## src/rtl/sram_read_arbiter.sv

```systemverilog
// Round-robin arbiter sharing one SRAM read port; returns tagged data with 2-cycle latency.
// Optional burst lock enabled by defining SRAM_ARB_LOCK_EN.
module sram_read_arbiter #(
  parameter int NUM_REQ  = 4,
  parameter int ADDR_W   = 12,
  parameter int DATA_W   = 16,
  parameter int MAX_LOCK = 8
) (
  input  logic                      clk,
  input  logic                      reset,
  input  logic                      arb_en,
  input  logic [NUM_REQ-1:0]        req,
  input  logic [NUM_REQ*ADDR_W-1:0] req_addr,
  input  logic [NUM_REQ-1:0]        req_lock,
  output logic [NUM_REQ-1:0]        gnt,
  output logic [ADDR_W-1:0]         sram_read_address,
  input  logic [DATA_W-1:0]         sram_read_data,
  output logic [DATA_W-1:0]         rdata,
  output logic [NUM_REQ-1:0]        rvalid,
  output logic                      busy
);

  localparam int IDX_W = $clog2(NUM_REQ);

  logic [IDX_W-1:0]   rr_ptr_reg;
  logic [ADDR_W-1:0]  addr_reg;
  logic [NUM_REQ-1:0] tag1_reg;
  logic [NUM_REQ-1:0] tag2_reg;

  logic [IDX_W-1:0]   rr_winner;
  logic               rr_found;
  logic [IDX_W-1:0]   winner;
  logic               accept;
  logic [IDX_W-1:0]   rr_ptr_next;

  // Search upward from rr_ptr with explicit wrap; first requester found wins.
  always_comb begin
    int idx;
    rr_winner = '0;
    rr_found  = 1'b0;
    idx       = 0;
    for (int k = 0; k < NUM_REQ; k++) begin
      idx = int'(rr_ptr_reg) + k;
      if (idx >= NUM_REQ) idx = idx - NUM_REQ;
      if (!rr_found && req[idx]) begin
        rr_found  = 1'b1;
        rr_winner = IDX_W'(idx);
      end
    end
  end

`ifdef SRAM_ARB_LOCK_EN
  localparam int CNT_W = $clog2(MAX_LOCK + 1);

  logic [IDX_W-1:0] lock_owner_reg;
  logic             lock_valid_reg;
  logic [CNT_W-1:0] lock_cnt_reg;
  logic             lock_hold;

  // The previous locked winner keeps the port until its streak reaches MAX_LOCK.
  assign lock_hold = lock_valid_reg && req[lock_owner_reg] && (lock_cnt_reg < CNT_W'(MAX_LOCK));
  assign winner    = lock_hold ? lock_owner_reg : rr_winner;

  always_ff @(posedge clk) begin
    if (reset) begin
      lock_owner_reg <= '0;
      lock_valid_reg <= 1'b0;
      lock_cnt_reg   <= '0;
    end else if (accept) begin
      if (req_lock[winner]) begin
        lock_owner_reg <= winner;
        lock_valid_reg <= 1'b1;
        lock_cnt_reg   <= lock_hold ? lock_cnt_reg + 1'b1 : CNT_W'(1);
      end else begin
        lock_valid_reg <= 1'b0;
        lock_cnt_reg   <= '0;
      end
    end else if (lock_valid_reg && !req_lock[lock_owner_reg]) begin
      lock_valid_reg <= 1'b0;
      lock_cnt_reg   <= '0;
    end
  end
`else
  logic unused_lock;
  assign unused_lock = ^req_lock;
  assign winner      = rr_winner;
`endif

  assign accept = arb_en && !reset && rr_found;

  always_comb begin
    gnt = '0;
    if (accept) gnt[winner] = 1'b1;
  end

  assign rr_ptr_next = (winner == IDX_W'(NUM_REQ - 1)) ? '0 : winner + 1'b1;

  always_ff @(posedge clk) begin
    if (reset) begin
      rr_ptr_reg <= '0;
      addr_reg   <= '0;
      tag1_reg   <= '0;
      tag2_reg   <= '0;
    end else begin
      if (accept) begin
        addr_reg   <= req_addr[int'(winner)*ADDR_W +: ADDR_W];
        rr_ptr_reg <= rr_ptr_next;
      end
      tag1_reg <= gnt;
      tag2_reg <= tag1_reg;
    end
  end

  assign sram_read_address = addr_reg;
  assign rvalid            = tag2_reg;
  assign rdata             = sram_read_data;
  assign busy              = (|tag1_reg) | (|tag2_reg);

endmodule

```

## config.mk

```make
export PLATFORM = sky130hd
export DESIGN_NAME = sram_read_arbiter
export DESIGN_NICKNAME = d
export VERILOG_FILES = /design/src/rtl/sram_read_arbiter.sv
export SDC_FILE = /design/constraint.sdc
export NUM_CORES = 1
export LEC_CHECK = 0
export BUFFER_PORTS_ARGS = -buffer_cell sky130_fd_sc_hd__buf_2
export CORE_MARGIN = 2
export CORE_UTILIZATION = 41
export DETAILED_ROUTE_END_ITERATION = 16
export PLACE_DENSITY = 0.82
export SLEW_MARGIN = 5
export SYNTH_ARGS = -nofsm -noshare
export SYNTH_HDL_FRONTEND = slang
export SYNTH_SLANG_ARGS = --single-unit
```

## constraint.sdc

```tcl
create_clock -name clk -period 3.55 [get_ports clk]
set_input_delay 0.355 -clock clk [delete_from_list [all_inputs] [get_ports clk]]
set_output_delay 0.355 -clock clk [all_outputs]
set_load 0.05 [all_outputs]
```

Yosys cells after proc, flatten, opt, wreduce, memory -nomap -nowiden:

Index checks and enable logic that the tools add are counted.

* bits in registers: 22
* bits in latches: 0
* memory bits (writable): 0
* bits in read-only memories: 0
* input bits: 75
* logic and storage cells: 66
* memories kept: 0

* add/sub/neg operators: 8
* $mul: 1
* divide/modulo/power cells: 0
* order comparisons: 10
* eq/ne operators: 1
* shifts and indexed selects: 1
* muxes and demuxes: 28
* bitwise logic cells: 1
* reduce and logical (&&, ||, !) cells: 12

Operators by type and width (count)
* $lt A32 B4 Y1 const B: 4
* $mux W32: 4
* $shiftx A48 B7 Y12: 1
* $mux W1: 13
* $sub A3 B3 Y4 const B: 3
* $mux W2: 5
* $ge A3 B3 Y1 const B: 3
* $bmux W1 S2: 4
* $reduce_or A4 Y1: 2
* $add A2 B2 Y3 const B: 2
* $logic_and A1 B1 Y1: 6
* $logic_not A1 Y1: 4
* $mul A2 B2 Y4 const B: 1
* $mux W4: 1
* $sub A2 B3 Y4 const B: 1
* $add A2 B1 Y3 const B: 1
* $ge A2 B3 Y1 const B: 1
* $lt A2 B3 Y1 const B: 1
* $add A2 B1 Y2 const B: 1
* $demux W1 S2: 1
* $eq A2 B2 Y1 const B: 1
* $ge A2 B1 Y1 const B: 1
* $or A1 B1 Y1: 1

Depth between registers and ports, before layout:

Gate-level depths: netlist (run 1).

* depth after elaboration: 20
* mapped depth: 7

Worst setup path after synthesis (run 1):

No wires, ideal clock.

* kind: reg-to-output
* from: register rr_ptr_reg[1]
* to: output port gnt[1]
* data arrival time: 1785 ps
* path slack: 1410 ps
* cell stages (with the launch flop): 7
* path buffers: 1
* path through: dfxtp_1 > mux2i_1 > nor2_1 > nor3_2 > nand2_2 > buf_6 > nor2_1

* word-level cells in the longest chain between the ends: 20
* elaborated cells on any way between the ends: 48
* classes of those cells: add/sub (7); order compare (6); mux (27); reduce/logical (8)

Ends and longest elaborated chain
* start, declared: RTL line 25 `logic [IDX_W-1:0] rr_ptr_reg;`
* start signal, assigned: RTL line 107 `rr_ptr_reg <= rr_ptr_next;`
* branches (longest 19 deep; another with $sub A3 B3 Y4)
* $mux W4 *: RTL line 93 `if (accept) gnt[winner] = 1'b1;`
* end, declared: RTL line 15 `output logic [NUM_REQ-1:0] gnt,`

Mark *: on every way between the ends. The select of a mux whose other input is x is not followed.

Worst setup path in the final report (run 1):

* from: register rr_ptr_reg[1]
* to: output port gnt[0]

The elaborated chain is that of the path after synthesis.

==> impl_metrics.toml, run 1 <==
[detailed_routing]
first_pass_iters = 2
antenna_left = 0
wl_met1_um = 1190
drt_wl_total_um = 2830
drc = 0
wl_met3_um = 203
viasPerCell = 4.85
route.met2.wl_um = 1420
vias = 1126
drt_iter0_drc = 37
highest_layer = "met4"
wl_per_cell_um = 12.2

[clock_network]
post-cts-setup-buffer-count = 0
postCtsHoldBufs = 0
clkSinkCount = 22
cts_root_buf = "clkbuf_4"
clk_pin_slew_worst_paths_ns = 0.12
clock_latency_ns = 0.30
cts_tree = "yes"
post_cts_resized = 0
cts_made_buffers = 3
cts_buffer_depth = 2
h-tree-depth = 1

[synthesis]
synth_edf_count = 0
yosys-top-cells-area = "dfxtp_1, mux2i_1, buf_4"
synth_simple_gate_area_share_pct = 14.6
synth_top_cell_by_area = "dfxtp_1"
syn_avg_cell_area_um2 = 10.1
synth_ff_type = "dfxtp_1"
synth_top_family_by_area = "multiplexers"
yosys.area_share.xor_xnor_pct = 0
async_reset_ff_share_pct = 0
ys_types = 25
synth-seq-area-share_pct = 33.5
syn_inst = 130
synthMuxAreaShare_pct = 19.8
ys_seq_elements = 22
synth_top_area_share_pct = 33.5
synth_area_um2 = 1310
syn_nets = 206
synth_fa_ha_area_share_pct = 0.952
synth-compound-area-share_pct = 14.9
ys_warn_count = 0

[cells_and_area]
largest_reg_flops = 12
final_cells = 232
final_core_util_pct = 53.0
syn2layout_area_growth_pct = 23.0
drive_above_1_share_pct = 49.5
n_antenna_cell = 0
nets = 265

[run]
maxCapViolCount = 0

[critical_path]
start_kind = "register"
cp_max_fo = 10
required_ns = 3.19
worstRegToRegCells = 6
arrival_ns = 2.29
criticalPathCategory = "reg -> out"
end_kind = "output pin"

[pwr]
power_density_nw_per_um2 = 453
p_leak_nw = 0.792
ir_worst_vdd_uv = 241

[die]
core_um2 = 3050
die-area_um2 = 3670
io_pins = 112
chipHeight_um = 60.6
start_util_pct = 43.0
num_rows = 20
die_width_um = 60.6

[global_routing]
grt_max_degree = 19
grt-ovfl-total = 0
first_global_vias = 979
grt_pass1_wl_um = 4270
antenna_found_initial = 0
track_usage_pct = 15.3

[place]
dpl_worst_slack_ns = 1.16
hpwl_um = 2250
port_buffers = 75
gp_congestion = 0.762
dp_cells = 228

[timing]
finClkSkew_ns = 0.00876
worst_slew_pin_slew_ns = 0.477
finalCriticalPeriod_ns = 2.65
finalWorstSetupSlack_ns = 0.904
finalCritPeriodShare_pct = 74.5
fin_tns_setup_ns = 0
rsz0062_at_grt = "no"
hold_violations = 0
slew_viol_final = 0
slew_headroom_pct = 68.2
setup_viol = 0
whs_ns = 0.284
fmax_mhz = 378

[outcome]
status = "finished, final reports clean"

[min_path]
hold_depth = 2
worstHoldPathType = "in -> reg"
[worst max-delay path, cell delays in order (launching register included)]
cell      delay [ns]
dfxtp_1         0.47
mux2i_1         0.22
nor2_1          0.06
nor3_2          0.25
nand2b_1        0.44
buf_4           0.27
nor2_1          0.05
buf_2           0.23
[synthesized netlist by cell type (2+ instances only)]
cell type  instances
mux2i_1           26
dfxtp_1           22
buf_4             17
nand2_1           16
nor2_1             8
o221ai_2           7
o221ai_1           5
buf_6              4
nor2b_1            4
a21oi_1            3
and2_1             2
inv_1              2
nor4_1             2
[per-stage QoR]
step / instance area (um2) / power (mW)
after floorplan: 1310 / 0.539
after global placement: 1560 / 0.550
after detailed placement: 1560 / 0.553
after CTS: 1620 / 0.742
after global routing: 1620 / 0.769
final: 1620 / 0.732
[placed cells by master, fill, tap and decap left out, types with 2 or more instances in the layout]
cell type	n
clkbuf_4	3
dfxtp_1	22
buf_2	75
nor2_1	8
o221ai_1	5
buf_4	2
a21oi_1	3
nor4_1	2
mux2i_1	26
nor2b_1	4
and2_1	2
inv_1	2
nand2_1	16
o221ai_2	7
[cell families (layout without fill, tap and decap cells)]
group	count (synthesis)	after routing
AOI/OAI and AO/OA	17	17
adders and majority gates	1	1
buffers and inverters	25	83
DFF	22	22
muxes	26	26
and+or+nand+nor	39	39
[layout make-up]
type / count / area (um2)
clock buffers: 3 / 22.5
clock inverters: 1 / 30.0
fillers: 304 / 1440
inverters: 2 / 7.51
multi-input cells: 83 / 671
flip-flops and latches: 22 / 440
well taps: 44 / 55.1
repair buffers: 77 / 390
[worst paths after layout]
check,slack (ns),start,to
hold / removal,0.28,reset,rvalid[2]$_SDFF_PP0_
setup / recovery,0.90,rr_ptr_reg[1]$_SDFFE_PP0P_,gnt[0]
setup reg to reg,1.58,rr_ptr_reg[1]$_SDFFE_PP0P_,sram_read_address[1]$_SDFFE_PP0P_
hold reg to reg,0.47,rr_ptr_reg[0]$_SDFFE_PP0P_,rr_ptr_reg[0]$_SDFFE_PP0P_
[power by group]
group	total [mW]	switching, mW	leakage, nW	internal (mW)
Clock	0.187	0.0728	0.0279	0.114
Sequential	0.283	0.0127	0.180	0.270
Combinational	0.262	0.166	0.584	0.0964
[per-layer routing]
| metal | vias up | track usage (%) |
|---|---|---|
| li1 | 565 | - |
| met1 | 515 | 19.6 |
| met2 | 44 | 25.8 |
| met3 | 2 | 3.84 |
| met4 | 0 | 3.73 |
| met5 | - | 0 |
Power figures use the tool's default switching activity.
==> run 2: changes to the inputs <==
--- a/config.mk
+++ b/config.mk
@@ -7,9 +7,9 @@
 export LEC_CHECK = 0
 export BUFFER_PORTS_ARGS = -buffer_cell sky130_fd_sc_hd__buf_2
 export CORE_MARGIN = 2
-export CORE_UTILIZATION = 41
+export CORE_UTILIZATION = 38
 export DETAILED_ROUTE_END_ITERATION = 16
-export PLACE_DENSITY = 0.82
+export PLACE_DENSITY = 0.77
 export SLEW_MARGIN = 5
 export SYNTH_ARGS = -nofsm -noshare
 export SYNTH_HDL_FRONTEND = slang
==> constraint.sdc (replaced) <==
create_clock -name clk -period 2.6 [get_ports clk]
set_input_delay 0.26 -clock clk [delete_from_list [all_inputs] [get_ports clk]]
set_output_delay 0.26 -clock clk [all_outputs]
set_load 0.05 [all_outputs]
==> run 2 against run 1 <==
- via count is 1.3% higher
- wire length is 6.1% higher
- clock skew hardly changed
- non-clock buffer count is 2 higher
- clock power is 39% higher
- critical path type unchanged
- highest routed layer unchanged
==> impl_metrics.toml, run 2 (same netlist as run 1, synthesis figures left out) <==
[pwr]
p_leak_nw = 0.802
p_switching_mw = 0.349
power_frac_comb_pct = 36.0
internal_power_mw = 0.660
clkPwrFrac_pct = 25.7
power_density_nw_per_um2 = 617
power_frac_seq_pct = 38.3
ir_worst_vdd_uv = 285
p_sw_share_pct = 34.6

[clock_network]
clk_pin_slew_worst_paths_ns = 0.13
cts_tree = "yes"
clock_latency_ns = 0.31
clkSinkCount = 22
post_cts_resized = 0
post-cts-setup-buffer-count = 0
cts_buffer_depth = 2
postCtsHoldBufs = 0
cts_made_buffers = 3
h-tree-depth = 1
cts_root_buf = "clkbuf_4"

[die]
start_util_pct = 39.4
die-area_um2 = 3940
chipHeight_um = 62.8
num_rows = 21
io_pins = 112
die_width_um = 62.8
core_um2 = 3340

[critical_path]
critPathMostFrequentCell = "nor2_1"
arrival_ns = 2.00
required_ns = 2.34
cp_max_fo = 6
start_kind = "register"
criticalPathCategory = "reg -> out"
end_kind = "output pin"
slowest_delay_ns = 0.49
crit_path_top_delay_cell = "dfxtp_1"
cp_cell_sequence = "mux2i_1 -> nor2_1 -> nor3_2 -> nand2b_1 -> nor2_1 -> buf_2"

[place]
gp_congestion = 0.720
port_buffers = 75
hpwl_um = 2420
dpl_worst_slack_ns = 0.692
dp_cells = 232

[timing]
finalCriticalPeriod_ns = 2.26
hold_violations = 0
fmax_mhz = 442
finalCritPeriodShare_pct = 87.1
worst_slew_pin_slew_ns = 0.475
whs_ns = 0.197
rsz0062_at_grt = "no"
slew_headroom_pct = 68.0
finClkSkew_ns = 0.00855
finalWorstSetupSlack_ns = 0.337
fin_tns_setup_ns = 0
setup_viol = 0
slew_viol_final = 0

[global_routing]
track_usage_pct = 15.8
grt_max_degree = 16
grt-ovfl-total = 0
grt_pass1_wl_um = 5050
antenna_found_initial = 0
first_global_vias = 1063

[detailed_routing]
drc = 0
drt_wl_total_um = 3000
drt_iter0_drc = 37
viasPerCell = 4.83
first_pass_iters = 3
antenna_left = 0
vias = 1141
wl_per_cell_um = 12.7

[cells_and_area]
nets = 267
final_common_cell = "buf_2"
drive_above_1_share_pct = 50.0
syn2layout_area_growth_pct = 24.4
largest_reg_flops = 12
mostFrequentLayoutCells = "buf_2, mux2i_1, dfxtp_1, nand2_1, nor2_1"
final_cells = 236
final_core_util_pct = 49.0
n_antenna_cell = 0

[outcome]
status = "finished, final reports clean"

[run]
maxCapViolCount = 0

[min_path]
worstHoldPathType = "in -> reg"
-- run 2: changes by cell type in the layout (fill, tap and decap cells not counted), sizes merged --
cell,previous run,this run
buf,77,79
-- run 2: worst max-delay path: cells and delay by family, from the launching register on --
| kind | cells | cell delay [ns] |
|---|---|---|
| and+or+nand+nor | 4 | 0.75 |
| DFF | 1 | 0.49 |
| buffers and inverters | 1 | 0.22 |
| muxes | 1 | 0.22 |
-- run 2: power groups by stage --
stage	sequential [mW]	combinational, mW	clock [mW]
2_1_floorplan	0.478	0.259	0
3_3_place_gp	0.393	0.361	0
3_5_place_dp	0.394	0.367	0
4_1_cts	0.387	0.367	0.274
5_1_grt	0.391	0.392	0.285
6_report	0.387	0.363	0.259
-- run 2: final cells by class --
cell class | count | area (um2)
Clock buffer | 3 | 22.5
Clock inverter | 1 | 30.0
Fill cell | 342 | 1700
Inverter | 2 | 7.51
Multi-Input combinational cell | 83 | 671
Sequential cell | 22 | 440
Tap cell | 46 | 57.6
Timing Repair Buffer | 79 | 405
-- run 2: final timing paths --
| check | startpoint | endpoint | slack, ns | depth (start not counted) |
|---|---|---|---|---|
| max | rr_ptr_reg[1]$_SDFFE_PP0P_ | gnt[2] | 0.34 | 6 |
| min | reset | rvalid[1]$_SDFF_PP0_ | 0.20 | 2 |
| max reg2reg | rr_ptr_reg[1]$_SDFFE_PP0P_ | sram_read_address[1]$_SDFFE_PP0P_ | 0.67 | 6 |
| min reg2reg | tag1_reg[0]$_SDFF_PP0_ | rvalid[0]$_SDFF_PP0_ | 0.47 | 1 |
-- run 2: stage by stage --
stage	power [mW]	area, um2
final	1.01	1630
after global routing	1.07	1630
after CTS	1.03	1630
after detailed placement	0.761	1580
after global placement	0.755	1580
after floorplan	0.737	1310
-- run 2: routing by layer --
layer | up-vias | wire length (um) | global-route usage, %
met4 | 0 | 22 | 3.89
li1 | 566 | - | -
met2 | 41 | 1600 | 29.2
met5 | - | 0 | 0
met3 | 4 | 233 | 5.41
met1 | 530 | 1140 | 17.2
